<file path="src/rtl/uart_tx_fifo_cfg.sv">
// UART transmitter with input FIFO, run-time prescaler, 1/2 stop bits and per-frame parity.
// Optional line-break generation is compiled in with `define UART_TX_BREAK_EN.
module uart_tx_fifo_cfg #(
    parameter int WIDTH      = 8,
    parameter int FIFO_DEPTH = 4,
    parameter int PS_W       = 16
) (
    input  logic                        CLK,
    input  logic                        RST,
    input  logic [WIDTH-1:0]            P_DATA,
    input  logic                        DATA_VALID,
    output logic                        DATA_READY,
    input  logic                        PAR_EN,
    input  logic                        PAR_TYP,
    input  logic                        STOP2,
    input  logic [PS_W-1:0]             PRESCALE,
`ifdef UART_TX_BREAK_EN
    input  logic                        SEND_BREAK,
`endif
    output logic                        TX_OUT,
    output logic                        Busy,
    output logic [$clog2(FIFO_DEPTH):0] FIFO_COUNT
);

    localparam int AW    = $clog2(FIFO_DEPTH);
    localparam int CW    = AW + 1;
    localparam int IDX_W = $clog2(WIDTH + 5);

    localparam logic [PS_W-1:0]  PS_ONE    = PS_W'(1);
    localparam logic [CW-1:0]    CNT_ONE   = CW'(1);
    localparam logic [CW-1:0]    FULL_CNT  = CW'(FIFO_DEPTH);
    localparam logic [AW-1:0]    PTR_ONE   = AW'(1);
    localparam logic [IDX_W-1:0] IDX_ONE   = IDX_W'(1);
    localparam logic [IDX_W-1:0] LAST_DATA = IDX_W'(WIDTH - 1);

    typedef enum logic [2:0] {
        IDLE,
        START,
        DATA,
        PARITY,
        STOP
`ifdef UART_TX_BREAK_EN
        ,
        BREAK
`endif
    } state_t;

    function automatic logic parity_bit(input logic [WIDTH-1:0] word, input logic odd);
        return (^word) ^ odd;
    endfunction

    function automatic logic [PS_W-1:0] eff_prescale(input logic [PS_W-1:0] ps);
        return (ps == '0) ? PS_ONE : ps;
    endfunction

    // FIFO storage and pointers
    logic [WIDTH-1:0] mem_q [FIFO_DEPTH];
    logic [AW-1:0]    wr_ptr_q, wr_ptr_d;
    logic [AW-1:0]    rd_ptr_q, rd_ptr_d;
    logic [CW-1:0]    count_q, count_d;
    logic             push, pop;
    logic [WIDTH-1:0] head;

    // Frame sequencer state
    state_t           state_q, state_d;
    logic [PS_W-1:0]  cnt_q, cnt_d;
    logic [PS_W-1:0]  p_q, p_d;
    logic [IDX_W-1:0] idx_q, idx_d;
    logic [WIDTH-1:0] shift_q, shift_d;
    logic             par_q, par_d;
    logic             par_en_q, par_en_d;
    logic             stop2_q, stop2_d;
    logic             second_q, second_d;
    logic             tx_q, tx_d;
    logic             busy_q, busy_d;
    logic             bit_end;
    logic             launch;
`ifdef UART_TX_BREAK_EN
    logic             mark_q, mark_d;
    logic [IDX_W-1:0] brk_last;

    assign brk_last = IDX_W'(WIDTH + 1) + IDX_W'(par_en_q) + IDX_W'(stop2_q);
`endif

    assign DATA_READY = (count_q != FULL_CNT);
    assign FIFO_COUNT = count_q;
    assign head       = mem_q[rd_ptr_q];
    assign push       = DATA_VALID && DATA_READY;
    assign TX_OUT     = tx_q;
    assign Busy       = busy_q;

    always_comb begin
        wr_ptr_d = wr_ptr_q;
        rd_ptr_d = rd_ptr_q;
        count_d  = count_q;
        if (push) wr_ptr_d = wr_ptr_q + PTR_ONE;
        if (pop)  rd_ptr_d = rd_ptr_q + PTR_ONE;
        case ({push, pop})
            2'b10:   count_d = count_q + CNT_ONE;
            2'b01:   count_d = count_q - CNT_ONE;
            default: count_d = count_q;
        endcase
    end

    always_ff @(posedge CLK) begin
        if (RST) begin
            wr_ptr_q <= '0;
            rd_ptr_q <= '0;
            count_q  <= '0;
        end else begin
            wr_ptr_q <= wr_ptr_d;
            rd_ptr_q <= rd_ptr_d;
            count_q  <= count_d;
        end
    end

    always_ff @(posedge CLK) begin
        if (push) mem_q[wr_ptr_q] <= P_DATA;
    end

    // Every state ends a bit when the down-counter reaches zero; launch marks a frame boundary
    always_comb begin
        state_d  = state_q;
        cnt_d    = cnt_q;
        p_d      = p_q;
        idx_d    = idx_q;
        shift_d  = shift_q;
        par_d    = par_q;
        par_en_d = par_en_q;
        stop2_d  = stop2_q;
        second_d = second_q;
`ifdef UART_TX_BREAK_EN
        mark_d   = mark_q;
`endif
        pop      = 1'b0;
        launch   = 1'b0;
        bit_end  = (cnt_q == '0);
        if (!bit_end) cnt_d = cnt_q - PS_ONE;

        case (state_q)
            IDLE: launch = 1'b1;
            START: begin
                if (bit_end) begin
                    state_d = DATA;
                    idx_d   = '0;
                    cnt_d   = p_q - PS_ONE;
                end
            end
            DATA: begin
                if (bit_end) begin
                    cnt_d   = p_q - PS_ONE;
                    shift_d = shift_q >> 1;
                    if (idx_q == LAST_DATA) begin
                        state_d  = par_en_q ? PARITY : STOP;
                        second_d = 1'b0;
                    end else begin
                        idx_d = idx_q + IDX_ONE;
                    end
                end
            end
            PARITY: begin
                if (bit_end) begin
                    state_d  = STOP;
                    second_d = 1'b0;
                    cnt_d    = p_q - PS_ONE;
                end
            end
            STOP: begin
                if (bit_end) begin
                    if (stop2_q && !second_q) begin
                        second_d = 1'b1;
                        cnt_d    = p_q - PS_ONE;
                    end else begin
                        launch = 1'b1;
                    end
                end
            end
`ifdef UART_TX_BREAK_EN
            // Low for at least one frame of bit slots, then held while requested, then one mark slot
            BREAK: begin
                if (bit_end) begin
                    cnt_d = p_q - PS_ONE;
                    if (mark_q) begin
                        launch = 1'b1;
                    end else if (idx_q != brk_last) begin
                        idx_d = idx_q + IDX_ONE;
                    end else if (!SEND_BREAK) begin
                        mark_d = 1'b1;
                    end
                end
            end
`endif
            default: state_d = IDLE;
        endcase

        if (launch) begin
            state_d = IDLE;
`ifdef UART_TX_BREAK_EN
            if (SEND_BREAK) begin
                state_d  = BREAK;
                mark_d   = 1'b0;
                idx_d    = '0;
                p_d      = eff_prescale(PRESCALE);
                cnt_d    = eff_prescale(PRESCALE) - PS_ONE;
                par_en_d = PAR_EN;
                stop2_d  = STOP2;
            end else
`endif
            if (count_q != '0) begin
                pop      = 1'b1;
                state_d  = START;
                shift_d  = head;
                par_d    = parity_bit(head, PAR_TYP);
                par_en_d = PAR_EN;
                stop2_d  = STOP2;
                p_d      = eff_prescale(PRESCALE);
                cnt_d    = eff_prescale(PRESCALE) - PS_ONE;
            end
        end
    end

    always_comb begin
        tx_d = 1'b1;
        case (state_q)
            START:   tx_d = 1'b0;
            DATA:    tx_d = shift_q[0];
            PARITY:  tx_d = par_q;
`ifdef UART_TX_BREAK_EN
            BREAK:   tx_d = mark_q;
`endif
            default: tx_d = 1'b1;
        endcase
        busy_d = (state_q != IDLE);
    end

    // Line and Busy are registered copies of the current state, one cycle behind it
    always_ff @(posedge CLK) begin
        if (RST) begin
            state_q  <= IDLE;
            cnt_q    <= '0;
            p_q      <= PS_ONE;
            idx_q    <= '0;
            par_en_q <= 1'b0;
            stop2_q  <= 1'b0;
            second_q <= 1'b0;
            tx_q     <= 1'b1;
            busy_q   <= 1'b0;
`ifdef UART_TX_BREAK_EN
            mark_q   <= 1'b0;
`endif
        end else begin
            state_q  <= state_d;
            cnt_q    <= cnt_d;
            p_q      <= p_d;
            idx_q    <= idx_d;
            par_en_q <= par_en_d;
            stop2_q  <= stop2_d;
            second_q <= second_d;
            tx_q     <= tx_d;
            busy_q   <= busy_d;
`ifdef UART_TX_BREAK_EN
            mark_q   <= mark_d;
`endif
        end
        shift_q <= shift_d;
        par_q   <= par_d;
    end

endmodule

</file>
<file path="config.mk">
export PLATFORM = sky130hd
export DESIGN_NAME = uart_tx_fifo_cfg
export DESIGN_NICKNAME = d
export VERILOG_FILES = /design/src/rtl/uart_tx_fifo_cfg.sv
export SDC_FILE = /design/constraint.sdc
export NUM_CORES = 1
export LEC_CHECK = 0
export BUFFER_PORTS_ARGS = -buffer_cell sky130_fd_sc_hd__buf_4
export CORE_MARGIN = 2
export CORE_UTILIZATION = 40
export CTS_BUF_LIST = sky130_fd_sc_hd__clkbuf_2
export DETAILED_ROUTE_END_ITERATION = 6
export GPL_TIMING_DRIVEN = 0
export SYNTH_ARGS = -nofsm -noshare
export SYNTH_HDL_FRONTEND = slang
export SYNTH_SLANG_ARGS = --single-unit
</file>
<file path="constraint.sdc">
create_clock -name CLK -period 4 [get_ports CLK]
set_input_delay 0.4 -clock CLK [delete_from_list [all_inputs] [get_ports CLK]]
set_output_delay 0.4 -clock CLK [all_outputs]
set_load 0.005 [all_outputs]
</file>
==> out/qor.yml, run 1 <==
synthArstFlopShare_pct: 0
synth_edf_count: 33
grt_overflow: 0
yosysTopAreaCell: "dfxtp_1"
place_congestion: 0.898
cts_tree: "yes"
drt_first_pass_iters: 5
dpl_worst_slack_ps: 245
power_density_nw_per_um2: 734
diodes: 0
status: "complete, no violations"
hold_start: "PRESCALE[14]"
synth.distinct_cells: 56
ant_nets: 0
track_usage_pct: 18.4
cp-end-kind: "flip-flop"
timing.fmax_mhz: 277
viasPerCell: 5.42
maxCapViolCount: 0
fin_crit_ps: 3610
initial_core_util_pct: 40.6
hold_depth: 3
skew_ps: 36.0
synth_seq_cells: 94
antenna_found_initial: 0
crit_fanout: 11
clockBufferDepth: 2
use_met1_pct: 26.2
final.setup.tns_ps: 0
grt_pass1_vias: 3684
p_comb_share_pct: 50.7
rows: 40
setup_violations: 0
switching_share_pct: 43.7
h-tree-depth: 3
min_to: "p_q[14]"
ios: 36
synth_ff_type: "dfxtp_1"
grt_pass1_wl_um: 18700
wl_per_cell_um: 16.1
die-area_um2: 12900
internal_power_mw: 2.27
reg2reg_to: "FIFO_COUNT[2]"
hp-class: "input port to flip-flop"
fin_crit_sh_pct: 90.2
postSynthAreaPerCell_um2: 9.67
worstMarginPinSlew_ps: 816
top_usage_layer: "met2"
num_vias: 3827
yosysMostFrequentCell: "nand2_1"
syn_area_um2: 4810
rsz0062_at_grt: "no"
timing.rr.start: "cnt_q[0]"
synth_seq_area_share_pct: 45.9
fin_ws_ps: 391
drc: 0
numCtsBuffers: 9
yosysWarningCount: 0
wirelength_um: 11400
cts.sinks: 94
drive_gt1_share_pct: 15.0
portBuffers: 34
crit_arrival_ps: 4140
required_ps: 4530
synthCells: 498
switchingPower_mw: 1.77
die_h_um: 114
pwr-share-clk_pct: 12.8
grt_use_met2_pct: 28.9
area_growth_pct: 14.2
crit_type: "flip-flop to flip-flop"
finalMaxSlewViolations: 0
nFillCells: 1126
hold_violations: 0
grt_max_degree: 19
root_buffer: "clkbuf_2"
slew_headroom_pct: 45.2
place_hpwl_um: 8280
synth_commonest_cells: "72 x nand2_1, 61 x dfxtp_1, 40 x nor2_1"
syn-num-nets: 538
die_x_um: 114
final_util_pct: 46.4
p_leak_nw: 1.96
coreArea_um2: 11900
clock_latency_ps: 570
clkTransAtPathRegs_ps: 280
pwr-share-seq_pct: 36.5
reg2reg_depth: 16
nets: 594
max-vdd-ir-drop_uv: 297
cp-start-kind: "flip-flop"
synthTopCellsByArea: "dfxtp_1 25%, edfxtp_1 21%, nand2_1 5.6%"
synthDominantCellAreaShare_pct: 25.4
r2r_setup_slack_ps: 390
use_met3_pct: 3.61
drt_iter0_drc: 236
==> layout by cell type (no fill, tap or decap), types with 10 or more instances in the layout <==
cell	count
nand2_1	72
dfxtp_1	61
nor2_1	40
a21oi_1	39
buf_4	36
edfxtp_1	33
xnor2_1	29
inv_1	19
nor3_1	17
o21ai_0	13
mux2i_1	12
xor2_1	12
nor4_1	11
dlygate4sd3_1	11
clkbuf_1	10
==> area by class of cell <==
type	count	area (um^2)	area share, %
Buffer	23	125	2.27
Clock buffer	9	45.0	0.819
Clock inverter	7	86.3	1.57
Inverter	20	87.6	1.59
Multi-Input combinational cell	361	2390	43.5
Sequential cell	94	2210	40.2
Tap cell	147	184	3.34
Timing Repair Buffer	45	365	6.64
==> worst max path at each step <==
stage / start / endpoint / slack [ps] / cells past startpoint
global route: cnt_q[0] / FIFO_COUNT[2] / 130 / 16
detailed placement: cnt_q[0] / FIFO_COUNT[2] / 240 / 16
floorplan: cnt_q[0] / FIFO_COUNT[2] / 790 / 16
finish: cnt_q[0] / FIFO_COUNT[2] / 390 / 16
CTS: cnt_q[0] / FIFO_COUNT[2] / 220 / 16
global placement: cnt_q[0] / FIFO_COUNT[2] / 340 / 16
==> power groups by stage <==
stage / Sequential [mW] / Clock [mW] / Combinational (mW)
2_1_floorplan: 1.44 / 0 / 1.54
3_3_place_gp: 1.48 / 0 / 1.99
3_5_place_dp: 1.49 / 0 / 2.02
4_1_cts: 1.47 / 0.527 / 2.04
5_1_grt: 1.51 / 0.571 / 2.26
6_report: 1.47 / 0.517 / 2.05
==> cells by family after synthesis <==
logic type / Yosys count / share of synthesized area, %
adder cells (fa/ha/maj): 10 / 2.75
buffers and inverters: 43 / 4.42
AND/OR/NAND/NOR: 191 / 19.5
AO/OA/AOI/OAI: 98 / 13.5
multiplexers: 21 / 6.47
XOR/XNOR: 41 / 7.46
flip-flops: 94 / 45.9
==> per-layer routing <==
layer / vias up / part of all wire, %
met3: 9 / 4.1
met5: - / 0
li1: 1913 / -
met2: 83 / 46
met4: 0 / 0.93
met1: 1822 / 49
==> per-stage QoR <==
stage / std cells / area, um^2 / hold slack [ps] / power, mW
after floorplan: 498 / 4810 / 432 / 2.98
after global placement: 679 / 5250 / 449 / 3.47
after detailed placement: 679 / 5250 / 460 / 3.51
after CTS: 704 / 5480 / 9.24 / 4.03
after global routing: 706 / 5500 / 5.33 / 4.34
final: 706 / 5500 / 70.8 / 4.04
==> what timing repair did <==
| item | 4_1_cts | 5_1_grt |
|---|---|---|
| hold endpoints to repair | 33 | 2 |
| endpoints found under the setup margin | 0 | 1 |
| hold buffers | 9 | 2 |
| gates resized for setup | 0 | 1 |
| setup buffers | 0 | 0 |
==> state kept, by name, indices dropped and copies added, names as in the netlist, named ones only <==
signal and cells:
par_q 1, wr_ptr_q 2, par_en_q 1, cnt_q 16
p_q 16, mem_q 32, Busy 1, TX_OUT 1
idx_q 4, second_q 1, FIFO_COUNT 3, stop2_q 1
rd_ptr_q 2, state_q 3, shift_q 8
==> critical path: stages, from the launching register on <==
cell and delay [ps]:
dfxtp_1 410, inv_1 70, ha_1 190, nor3b_2 360, and3_1 200, buf_2 170, nand3_2 90, a211o_1 320
buf_6 150, clkinv_8 70, buf_2 250, ha_1 230, inv_1 60, fa_1 380, xor2_1 160, or3_1 310
a21oi_1 140
Note: power is estimated with default switching activity, not from simulation.
==> run 2: changes to the inputs <==
PLACE_DENSITY = 0.55   (was default)
==> out/qor.yml, run 2 (synthesized netlist as in run 1, its figures left out) <==
status: "complete, no violations"  # unchanged
antenna_found_initial: 0  # unchanged
rows: 40  # unchanged
ctsResizeCount: 0  # unchanged
fin_ws_ps: 339  # was 391 ps
ios: 36  # unchanged
die_x_um: 114  # unchanged
worstMarginPinSlew_ps: 802  # was 816 ps
crit_end: "FIFO_COUNT[2]"  # unchanged
power_density_nw_per_um2: 715  # was 734 nW/um^2
num_vias: 3780  # was 3827
die_h_um: 114  # unchanged
drt_first_pass_iters: 4  # was 5
wirelength_um: 11700  # was 11400 um
crit_arrival_ps: 4250  # was 4140 ps
diodes: 0  # unchanged
final_util_pct: 47.1  # was 46.4%
pwr-share-clk_pct: 11.8  # was 12.8%
grt_max_degree: 19  # unchanged
wl_per_cell_um: 16.3  # was 16.1 um
place_hpwl_um: 8610  # was 8280 um
drt_iter0_drc: 183  # was 236
reg2reg_to: "FIFO_COUNT[2]"  # unchanged
max-vdd-ir-drop_uv: 415  # was 297 uV
hp-class: "input port to flip-flop"  # unchanged
largestRegisters: "mem_q x32, cnt_q x16, p_q x16"  # unchanged
rsz0062_at_grt: "no"  # unchanged
switching_share_pct: 44.5  # was 43.7%
cts_tree: "yes"  # unchanged
hold_violations: 0  # unchanged
ant_nets: 0  # unchanged
clockBufferDepth: 2  # unchanged
final_common_cell: "nand2_1"  # unchanged
cts.sinks: 94  # unchanged
initial_core_util_pct: 40.6  # unchanged
clkTransAtPathRegs_ps: 290  # was 280 ps
fin_crit_ps: 3660  # was 3610 ps
pwr-share-seq_pct: 36.8  # was 36.5%
mostFrequentLayoutCells: "72 x nand2_1, 61 x dfxtp_1, 40 x nor2_1"  # unchanged
area_growth_pct: 15.9  # was 14.2%
cp-end-kind: "flip-flop"  # unchanged
drc: 0  # unchanged
viasPerCell: 5.27  # was 5.42
dpl_worst_slack_ps: 330  # was 245 ps
r2r_setup_slack_ps: 340  # was 390 ps
finalMaxSlewViolations: 0  # unchanged
startpoint: "cnt_q[0]"  # unchanged
nets: 605  # was 594
nFillCells: 1147  # was 1126
clock_latency_ps: 620  # was 570 ps
grt_pass1_wl_um: 19300  # was 18700 um
p_leak_nw: 2.00  # was 1.96 nW
portBuffers: 34  # unchanged
coreArea_um2: 11900  # unchanged
crit_fanout: 11  # unchanged
internal_power_mw: 2.21  # was 2.27 mW
skew_ps: 35.3  # was 36.0 ps
track_usage_pct: 19.3  # was 18.4%
final.setup.tns_ps: 0  # unchanged
setup_violations: 0  # unchanged
p_comb_share_pct: 51.4  # was 50.7%
numCtsBuffers: 9  # unchanged
die-area_um2: 12900  # unchanged
root_buffer: "clkbuf_2"  # unchanged
fin_crit_sh_pct: 91.5  # was 90.2%
reg2reg_depth: 16  # unchanged
grt_pass1_vias: 3777  # was 3684
crit_type: "flip-flop to flip-flop"  # unchanged
h-tree-depth: 3  # unchanged
timing.fmax_mhz: 273  # was 277 MHz
required_ps: 4590  # was 4530 ps
place_congestion: 0.851  # was 0.898
largest_reg_flops: 32  # unchanged
timing.rr.start: "cnt_q[0]"  # unchanged
drive_gt1_share_pct: 14.6  # was 15.0%
cp-start-kind: "flip-flop"  # unchanged
grt_overflow: 0  # unchanged
top_register: "mem_q"  # unchanged
maxCapViolCount: 0  # unchanged
switchingPower_mw: 1.77  # about the same
hold_depth: 2  # was 3
slew_headroom_pct: 46.1  # was 45.2%
-- run 2: how the worst min path moves through the flow --
stage                 startpoint       end
floorplan               par_en_q  par_en_q
finish                   PAR_TYP     par_q
detailed placement      par_en_q  par_en_q
CTS                 PRESCALE[10]   p_q[10]
global placement        par_en_q  par_en_q
global route             PAR_TYP     par_q
-- run 2: power groups by stage --
stage          Sequential [mW]  Combinational [mW]  Clock (mW)
5_1_grt                   1.51                2.28       0.520
3_5_place_dp              1.49                2.03           0
4_1_cts                   1.47                2.06       0.486
3_3_place_gp              1.48                2.02           0
2_1_floorplan             1.44                1.54           0
6_report                  1.47                2.05       0.470
-- run 2: metal layers --
metal / share of wire (%) / GRT usage (%) / wire length (um) / up-vias
met1: 49 / 27.3 / 5680 / 1761
met2: 44 / 29.3 / 5160 / 79
li1: - / - / - / 1925
met5: 0 / 0 / 0 / -
met4: 2.2 / 8.21 / 259 / 0
met3: 5.0 / 3.56 / 589 / 15
-- run 2: timing repair --
action,in CTS,in global routing
hold buffers,22,0
endpoints found under the hold margin,46,0
buffers inserted,0,0
-- run 2: final cells by class --
| cell class | instances | area, um^2 | area share [%] |
|---|---|---|---|
| Inverter | 20 | 87.6 | 1.57 |
| Tap cell | 147 | 184 | 3.30 |
| Multi-Input combinational cell | 361 | 2390 | 42.8 |
| Sequential cell | 94 | 2210 | 39.6 |
| Clock inverter | 7 | 62.6 | 1.12 |
| Buffer | 23 | 125 | 2.24 |
| Clock buffer | 9 | 45.0 | 0.807 |
| Timing Repair Buffer | 56 | 475 | 8.52 |
-- run 2: worst max-delay path: stages, from the launching register on --
cell,delay (ps)
dfxtp_1,400
inv_1,70
ha_1,200
nor3b_1,470
and3_1,220
buf_2,170
nand3_2,100
a211o_1,320
buf_6,150
clkinv_8,70
buf_2,250
ha_1,220
inv_1,60
fa_1,370
xor2_1,160
or3_1,300
a21oi_1,130
-- run 2: metrics by stage --
| stage | total power, mW | cells | cell area [um^2] | hold WS [ps] |
|---|---|---|---|---|
| 6_report | 3.99 | 717 | 5580 | 41.3 |
| 5_1_grt | 4.31 | 717 | 5580 | 6.44 |
| 2_1_floorplan | 2.98 | 498 | 4810 | 432 |
| 3_3_place_gp | 3.50 | 679 | 5250 | 447 |
| 4_1_cts | 4.02 | 717 | 5580 | 4.38 |
| 3_5_place_dp | 3.53 | 679 | 5250 | 453 |
